**src/rtl/exc_sequencer.sv**
```systemverilog
// exc_sequencer
//   Decides when a pending interrupt, an M-stage exception or an M-stage ERET
//   is taken. It pulses the CP0 update strobes for one cycle, holds and
//   flushes the pipeline, and then redirects fetch to the handler or to EPC.
//
// Ports
//   clk, reset          clock; synchronous active-high reset
//   m_valid .. m_eret   M-stage instruction status (valid, pc, bd, exc, code,
//                       faulting address, eret)
//   irq, cp0_exl        masked interrupt request and current EXL
//   cp0_epc             current EPC, used as the ERET target
//   redirect_ready      fetch accepts the redirect
//   kill_m              combinational: suppress M-stage side effects now
//   stall, flush        hold / invalidate the pipeline while busy
//   cp0_exl_set/clr     one-cycle entry / ERET strobes
//   cp0_vpc, cp0_bd,
//   cp0_exc_code,
//   cp0_vaddr           latched victim info, held between events
//   redirect_valid/pc   fetch redirect request
//   event_cnt           taken-event counter, wraps
//   dbg_state           current FSM state (0 IDLE, 1 COMMIT, 2 REDIRECT, 3 DRAIN)
//
// Handshake: redirect_valid rises in REDIRECT and stays high with a stable
// redirect_pc until a cycle in which redirect_ready is also high; the
// transfer happens at that clock edge and valid drops in the next cycle.

module exc_sequencer #(
  parameter logic [31:0] HANDLER_PC   = 32'h0000_4180,
  parameter int unsigned DRAIN_CYCLES = 2
) (
  input  logic        clk,
  input  logic        reset,
  input  logic        m_valid,
  input  logic [31:0] m_pc,
  input  logic        m_bd,
  input  logic        m_exc,
  input  logic [4:0]  m_exc_code,
  input  logic [31:0] m_vaddr,
  input  logic        m_eret,
  input  logic        irq,
  input  logic        cp0_exl,
  input  logic [31:0] cp0_epc,
  input  logic        redirect_ready,
  output logic        kill_m,
  output logic        stall,
  output logic        flush,
  output logic        cp0_exl_set,
  output logic        cp0_exl_clr,
  output logic [31:0] cp0_vpc,
  output logic        cp0_bd,
  output logic [4:0]  cp0_exc_code,
  output logic [31:0] cp0_vaddr,
  output logic        redirect_valid,
  output logic [31:0] redirect_pc,
  output logic [15:0] event_cnt,
  output logic [1:0]  dbg_state
);

  typedef enum logic [1:0] {
    S_IDLE     = 2'd0,
    S_COMMIT   = 2'd1,
    S_REDIRECT = 2'd2,
    S_DRAIN    = 2'd3
  } state_t;

  // The drain counter counts down to zero, so it is loaded with one less
  // than the number of drain cycles.
  localparam logic [3:0] DRAIN_LOAD =
    (DRAIN_CYCLES == 0) ? 4'd0 : 4'(DRAIN_CYCLES - 1);

  state_t      state_q, state_d;
  logic [3:0]  drain_cnt_q, drain_cnt_d;
  logic        exl_set_q, exl_set_d;
  logic        exl_clr_q, exl_clr_d;
  logic        redirect_valid_q, redirect_valid_d;
  logic [31:0] redirect_pc_q, redirect_pc_d;
  logic [31:0] vpc_q, vpc_d;
  logic        bd_q, bd_d;
  logic [4:0]  code_q, code_d;
  logic [31:0] vaddr_q, vaddr_d;
  logic [15:0] event_cnt_q, event_cnt_d;

  logic int_take;
  logic is_eret;
  logic ev_take;

  // Priority INT > EXC > ERET; an ERET that also carries an exception is an
  // exception.
  assign int_take = irq & ~cp0_exl;
  assign is_eret  = ~int_take & ~m_exc & m_eret;
  assign ev_take  = (state_q == S_IDLE) & m_valid & (int_take | m_exc | m_eret);

  always_comb begin
    state_d          = state_q;
    drain_cnt_d      = drain_cnt_q;
    exl_set_d        = 1'b0;
    exl_clr_d        = 1'b0;
    redirect_valid_d = 1'b0;
    redirect_pc_d    = redirect_pc_q;
    vpc_d            = vpc_q;
    bd_d             = bd_q;
    code_d           = code_q;
    vaddr_d          = vaddr_q;
    event_cnt_d      = event_cnt_q;

    case (state_q)
      S_IDLE: begin
        if (ev_take) begin
          state_d       = S_COMMIT;
          vpc_d         = m_pc;
          bd_d          = m_bd;
          code_d        = int_take ? 5'd0 : m_exc_code;
          vaddr_d       = m_vaddr;
          // The target is fixed now so it stays stable through REDIRECT.
          redirect_pc_d = is_eret ? cp0_epc : HANDLER_PC;
          exl_set_d     = ~is_eret;
          exl_clr_d     = is_eret;
          event_cnt_d   = event_cnt_q + 16'd1;
        end
      end
      S_COMMIT: begin
        state_d          = S_REDIRECT;
        redirect_valid_d = 1'b1;
      end
      S_REDIRECT: begin
        if (redirect_ready) begin
          state_d     = (DRAIN_CYCLES == 0) ? S_IDLE : S_DRAIN;
          drain_cnt_d = DRAIN_LOAD;
        end else begin
          redirect_valid_d = 1'b1;
        end
      end
      S_DRAIN: begin
        if (drain_cnt_q == 4'd0) begin
          state_d = S_IDLE;
        end else begin
          drain_cnt_d = drain_cnt_q - 4'd1;
        end
      end
      default: state_d = S_IDLE;
    endcase
  end

  always_ff @(posedge clk) begin
    if (reset) begin
      state_q          <= S_IDLE;
      drain_cnt_q      <= 4'd0;
      exl_set_q        <= 1'b0;
      exl_clr_q        <= 1'b0;
      redirect_valid_q <= 1'b0;
      redirect_pc_q    <= 32'd0;
      vpc_q            <= 32'd0;
      bd_q             <= 1'b0;
      code_q           <= 5'd0;
      vaddr_q          <= 32'd0;
      event_cnt_q      <= 16'd0;
    end else begin
      state_q          <= state_d;
      drain_cnt_q      <= drain_cnt_d;
      exl_set_q        <= exl_set_d;
      exl_clr_q        <= exl_clr_d;
      redirect_valid_q <= redirect_valid_d;
      redirect_pc_q    <= redirect_pc_d;
      vpc_q            <= vpc_d;
      bd_q             <= bd_d;
      code_q           <= code_d;
      vaddr_q          <= vaddr_d;
      event_cnt_q      <= event_cnt_d;
    end
  end

  assign kill_m         = ev_take;
  assign stall          = (state_q != S_IDLE);
  assign flush          = (state_q != S_IDLE);
  assign cp0_exl_set    = exl_set_q;
  assign cp0_exl_clr    = exl_clr_q;
  assign cp0_vpc        = vpc_q;
  assign cp0_bd         = bd_q;
  assign cp0_exc_code   = code_q;
  assign cp0_vaddr      = vaddr_q;
  assign redirect_valid = redirect_valid_q;
  assign redirect_pc    = redirect_pc_q;
  assign event_cnt      = event_cnt_q;
  assign dbg_state      = state_q;

endmodule

```
**config.mk**
```make
export PLATFORM = sky130hd
export DESIGN_NAME = exc_sequencer
export DESIGN_NICKNAME = d
export VERILOG_FILES = /design/src/rtl/exc_sequencer.sv
export SDC_FILE = /design/constraint.sdc
export NUM_CORES = 1
export LEC_CHECK = 0
export ABC_AREA = 1
export CAP_MARGIN = 20
export CELL_PAD_IN_SITES_DETAIL_PLACEMENT = 0
export CELL_PAD_IN_SITES_GLOBAL_PLACEMENT = 2
export CORE_ASPECT_RATIO = 1.2
export CORE_UTILIZATION = 19
export DETAILED_ROUTE_END_ITERATION = 12
export PLACE_DENSITY = 0.74
export SYNTH_ARGS = -nofsm -noshare
export SYNTH_HDL_FRONTEND = slang
export SYNTH_SLANG_ARGS = --single-unit
```
**constraint.sdc**
```tcl
create_clock -name clk -period 1.3 [get_ports clk]
set_input_delay 0.26 -clock clk [delete_from_list [all_inputs] [get_ports clk]]
set_output_delay 0.26 -clock clk [all_outputs]
set_load 0.02 [all_outputs]
```
==> flow_metrics.py, run 1 <==
metrics = {
    "outcome": {
        "status": "complete, but fails checks",
        "violations": "setup timing",
    },
    "cts": {
        "clkLatencyLatePin_ns": 0.41,
        "clkSlewWorstSetupHoldPaths_ns": 0.06,
        "cts_hold_buffers": 0,
        "clock_path_buffers": 2,
        "cts_tree": "yes",
        "root_buffer": "clkbuf_16",
        "cts_buffers": 17,
        "clock-sinks": 127,
        "cts_max_level": 4,
    },
    "synthesis": {
        "yosys_warnings": 0,
        "synthCells": 641,
        "ys_ff_latch": 127,
        "ys_seq_area_frac": 0.5180,
        "syn_nets": 758,
        "synth_ff_type": "dfxtp_1",
        "syn_area_um2": 4908,
        "ys_types": 28,
        "avgSynthCellArea_um2": 7.658,
        "synth-edff-count": 0,
        "async_reset_ff_frac": 0,
    },
    "setup_path": {
        "cp_max_fo": 3,
        "start_kind": "flop",
        "arrival_ns": 1.33,
        "cp-end-kind": "primary output",
        "crit_chain": "inv_4 -> ha_4 -> nand2_4 -> inv_6 -> nand2_8 -> inv_8 -> buf_6",
        "max_stage_delay_ns": 0.35,
        "crit_required_ns": 1.04,
        "slowest_stage": "dfxtp_4",
        "path_class": "flop to primary output",
    },
    "job": {
        "drv_cap": 0,
    },
    "floorplanning": {
        "initial_core_util": 0.1928,
        "die_width_um": 148.7,
        "ios": 236,
        "coreArea_um2": 25460,
        "die_area_um2": 26480,
        "die_y_um": 178.1,
        "rows": 64,
    },
    "sta": {
        "fmax_mhz": 627.3,
        "period_share": 1.226,
        "slew_violations": 0,
        "hold_viol": 0,
        "layout_min_cycle_time_ns": 1.594,
        "worst_slack_ns": -0.2941,
        "worstMarginPinSlew_ns": 0.2797,
        "fin_worst_skew_ns": 0.009768,
        "setup_viol": 128,
        "maxSlewHeadroom": 0.8128,
        "holdWs_ns": 0.3836,
        "rsz0062_at_grt": "true",
    },
    "global_routing": {
        "grt_pass1_wl_um": 26590,
        "grt_overflow": 0,
        "grt_pass1_vias": 4765,
        "grt_max_degree": 37,
        "antenna_found_initial": 0,
        "grt_usage": 0.1321,
    },
    "routing": {
        "drtIter0Drc": 184,
        "via_per_inst": 4.059,
        "drc_errors": 0,
        "firstDrtPassIters": 4,
        "finalWirelength_um": 18880,
        "wl_per_cell_um": 14.73,
        "vias": 5199,
        "antenna_left": 0,
    },
    "placed_design": {
        "place_ws_ns": -0.4622,
        "post_dp_cell_area_um2": 8018,
        "dp_hpwl_um": 11910,
        "dp.cells": 1223,
        "portBuffers": 235,
        "gp_congestion": 0.6909,
    },
    "layout": {
        "final_cell_mix": "nor2_1, dfxtp_1, clkdlybuf4s50_1, buf_2, nand2_1",
        "area_delta_synth_final_pct": 81.65,
        "final_common_cell": "nor2_1",
        "regArea_um2": 2560,
        "nFillCells": 2731,
        "stdcell_area_um2": 8916,
        "finalNetCount": 1055,
        "multi_input_area_um2": 2431,
        "instances_no_fill": 1281,
        "antenna_cells": 0,
        "drive_gt1_frac": 0.3638,
    },
    "power_and_ir_drop": {
        "sequentialPowerShare": 0.300,
        "leakagePower_nw": 3.978,
        "switching_share": 0.3584,
        "combPwrFrac": 0.429,
        "vdd_drop_max_mv": 1.462,
        "power.density_nw_per_um2": 1859,
        "intPower_mw": 10.64,
        "total_power_mw": 16.58,
        "switchingPower_mw": 5.941,
        "clock_power_share": 0.270,
    },
    "hold_path": {
        "min-delay-path-class": "input pin to flop",
    },
}
synth_stat cells (4+ instances only):
library cell	number	area share
a21oi_1	12	0.012
buf_4	15	0.023
buf_6	4	0.0092
clkbuf_1	13	0.0099
dfxtp_1	127	0.52
ha_1	7	0.018
inv_1	27	0.021
inv_2	4	0.0031
nand2_1	109	0.083
nand3_1	50	0.051
nand4_1	4	0.0051
nor2_1	165	0.13
nor3_1	6	0.0061
o21ai_0	73	0.074
o21ai_1	7	0.0071
worst max-delay path: cells and delay by family (launching register included):
kind,cells,cell delay (ns)
adder cells (fa/ha/maj),1,0.15
AND/OR/NAND/NOR,2,0.12
buffers and inverters,4,0.31
flip-flops,1,0.35
worst paths after layout:
path	start	to	slack (ns)	depth (start not counted)
worst max-delay path	dbg_state[1]	kill_m	-0.29	7
worst min-delay path	cp0_epc[30]	redirect_pc[30]	0.38	3
worst max register to register	dbg_state[1]	redirect_pc[22]	-0.27	11
worst min register to register	redirect_pc[15]	redirect_pc[15]	0.47	2
per-stage QoR:
stage / TNS [ns] / utilization
2_1_floorplan: -0.6788 / -
3_3_place_gp: -45.29 / 0.3149
3_5_place_dp: -47.30 / 0.3149
4_1_cts: -22.02 / 0.3433
5_1_grt: -29.88 / 0.3501
6_report: -21.45 / 0.3501
routing by layer:
metal	vias up	global-route usage	part of all wire
met1	2396	0.1539	0.43
met4	0	0.04253	0.011
met2	130	0.2321	0.51
met5	-	0	0
met3	11	0.03632	0.052
li1	2662	-	-
flip-flops by register name, summed over array words and instances (netlist names):
register	cells
cp0_bd	1
cp0_vpc	32
drain_cnt_q	4
event_cnt	16
cp0_exc_code	5
cp0_vaddr	32
dbg_state	2
cp0_exl_clr	1
cp0_exl_set	1
redirect_pc	32
redirect_valid	1
what timing repair did:
item	4_1_cts	5_1_grt
buffers inserted	3	13
pin swaps	9	20
endpoints found under the setup margin	249	212
resized for setup	466	198
cloned	2	11
area by class of cell:
cell class / instances / share of cell area
timing repair buffer: 314 / 0.3164
sequential: 127 / 0.2871
multi-input combinational: 447 / 0.2727
clock buffer: 22 / 0.05094
tap: 330 / 0.04631
inverter: 31 / 0.01656
clock inverter: 10 / 0.009964
cells by family after synthesis:
logic type | share of synthesized area
compound gates | 0.09712
xor+xnor | 0.005354
flops | 0.5180
buf+inv | 0.07137
fa+ha+maj | 0.01784
simple gates | 0.2903
power by group through the flow:
stage	clock, mW	combinational (mW)	sequential, mW
floorplan	0	2.25	5.81
global placement	0	5.76	4.99
detailed placement	0	5.75	5.02
CTS	4.67	6.10	4.94
global route	4.86	7.66	5.05
finish	4.48	7.12	4.98
No activity file was read; power rests on OpenSTA's default activity.
==> inputs of run 2 (changes only) <==
- MAX_ROUTING_LAYER: default -> met4
==> run 2 against run 1 <==
  * Via count fell by 0.58%
  * Critical endpoint unchanged
  * Sequential share of layout area barely moved
  * Highest routed layer unchanged
  * Largest power group unchanged
  * Sequential power barely moved
  * Cell count did not move
  * Utilization barely moved
  * The run still ends with setup timing left
  * Clock skew rose by 0.0010 ns
  * Critical path depth did not move
  * Critical path type unchanged
==> flow_metrics.py, run 2 (synthesis gave the netlist of run 1 again) <==
metrics = {
    "placed_design": {
        "portBuffers": 235,
        "place_ws_ns": -0.4622,
        "dp.cells": 1223,
        "post_dp_cell_area_um2": 8018,
        "gp_congestion": 0.6983,
        "dp_hpwl_um": 11910,
    },
    "layout": {
        "final_cell_mix": "nor2_1, dfxtp_1, clkdlybuf4s50_1, buf_2, nand2_1",
        "instances_no_fill": 1281,
        "area_delta_synth_final_pct": 81.72,
        "nFillCells": 2744,
        "finalNetCount": 1055,
        "stdcell_area_um2": 8920,
        "drive_gt1_frac": 0.3638,
        "antenna_cells": 0,
        "final_common_cell": "nor2_1",
    },
    "sta": {
        "layout_min_cycle_time_ns": 1.593,
        "setup_viol": 127,
        "worstMarginPinSlew_ns": 0.2858,
        "fmax_mhz": 627.6,
        "worst_slack_ns": -0.2933,
        "fin_setup_tns_ns": -21.43,
        "slew_violations": 0,
        "period_share": 1.226,
        "fin_worst_skew_ns": 0.01080,
        "rsz0062_at_grt": "true",
        "holdWs_ns": 0.3843,
        "hold_viol": 0,
        "maxSlewHeadroom": 0.8094,
    },
    "outcome": {
        "violations": "setup timing",
        "status": "complete, but fails checks",
    },
    "cts": {
        "clkLatencyLatePin_ns": 0.41,
        "clock-sinks": 127,
        "root_buffer": "clkbuf_16",
        "cts_buffers": 17,
        "cts_tree": "yes",
        "clock_path_buffers": 2,
        "clkSlewWorstSetupHoldPaths_ns": 0.06,
        "cts_hold_buffers": 0,
        "cts_max_level": 4,
    },
    "routing": {
        "drc_errors": 0,
        "wl_per_cell_um": 14.65,
        "antenna_left": 0,
        "drtIter0Drc": 207,
        "firstDrtPassIters": 4,
        "via_per_inst": 4.035,
        "vias": 5169,
        "finalWirelength_um": 18760,
    },
    "setup_path": {
        "crit_required_ns": 1.04,
        "path_class": "flop to primary output",
        "cp_max_fo": 3,
        "arrival_ns": 1.33,
        "r2r_cells": 11,
        "cp-end-kind": "primary output",
        "start_kind": "flop",
    },
    "floorplanning": {
        "die_width_um": 148.7,
        "ios": 236,
        "rows": 64,
        "die_y_um": 178.1,
        "initial_core_util": 0.1928,
        "coreArea_um2": 25460,
        "die_area_um2": 26480,
    },
    "hold_path": {
        "hold_path_depth": 3,
        "min-delay-path-class": "input pin to flop",
    },
    "job": {
        "drv_cap": 0,
    },
    "power_and_ir_drop": {
        "power.density_nw_per_um2": 1859,
        "vdd_drop_max_mv": 1.615,
        "leakagePower_nw": 3.979,
    },
    "global_routing": {
        "grt_max_degree": 37,
        "grt_pass1_vias": 4759,
        "antenna_found_initial": 0,
        "grt_pass1_wl_um": 26560,
        "grt_usage": 0.1361,
        "grt_overflow": 0,
    },
}
run 2: cell type report:
class                      instances  area, µm²  area share
clock inverter                    10      88.84    0.009959
sequential                       127       2560      0.2870
clock buffer                      22      454.2     0.05092
inverter                          31      147.6     0.01655
tap                              330      412.9     0.04629
multi-input combinational        447       2431      0.2725
timing repair buffer             314       2825      0.3167
run 2: through the flow:
stage,util,total power [mW]
after floorplan,-,8.054
after global placement,0.3149,10.75
after detailed placement,0.3149,10.77
after CTS,0.3433,15.71
after global routing,0.3503,17.59
final,0.3503,16.58
run 2: where the power goes:
part,internal (mW),switching (mW)
sequential,4.60,0.382
combinational,3.37,3.74
clock,2.67,1.81
total,10.6,5.94
run 2: layer usage:
layer  share of wire  vias to the layer above  global-route usage
li1                -                     2658                   -
met5               0                        -                   -
met2            0.51                      124              0.2296
met1            0.43                     2378              0.1582
met3           0.049                        9             0.03325
met4           0.010                        0             0.04253
run 2: what timing repair did:
action | in CTS | in global routing
cloned | 2 | 11
gates resized for setup | 466 | 199
setup endpoints to repair | 249 | 212
pin swaps | 9 | 21
setup buffers | 3 | 13
run 2: worst paths after layout:
check / from / to / slack (ns)
worst min register to register: redirect_pc[20] / redirect_pc[20] / 0.47
worst min-delay path: cp0_epc[30] / redirect_pc[30] / 0.38
worst max register to register: dbg_state[1] / redirect_pc[22] / -0.27
worst max-delay path: dbg_state[1] / kill_m / -0.29
run 2: worst max-delay path: stages, from the launching register on:
cell and delay, ns:
dfxtp_4 0.35, inv_4 0.06, ha_4 0.15, nand2_4 0.06
inv_6 0.08, nand2_8 0.06, inv_8 0.06, buf_6 0.11
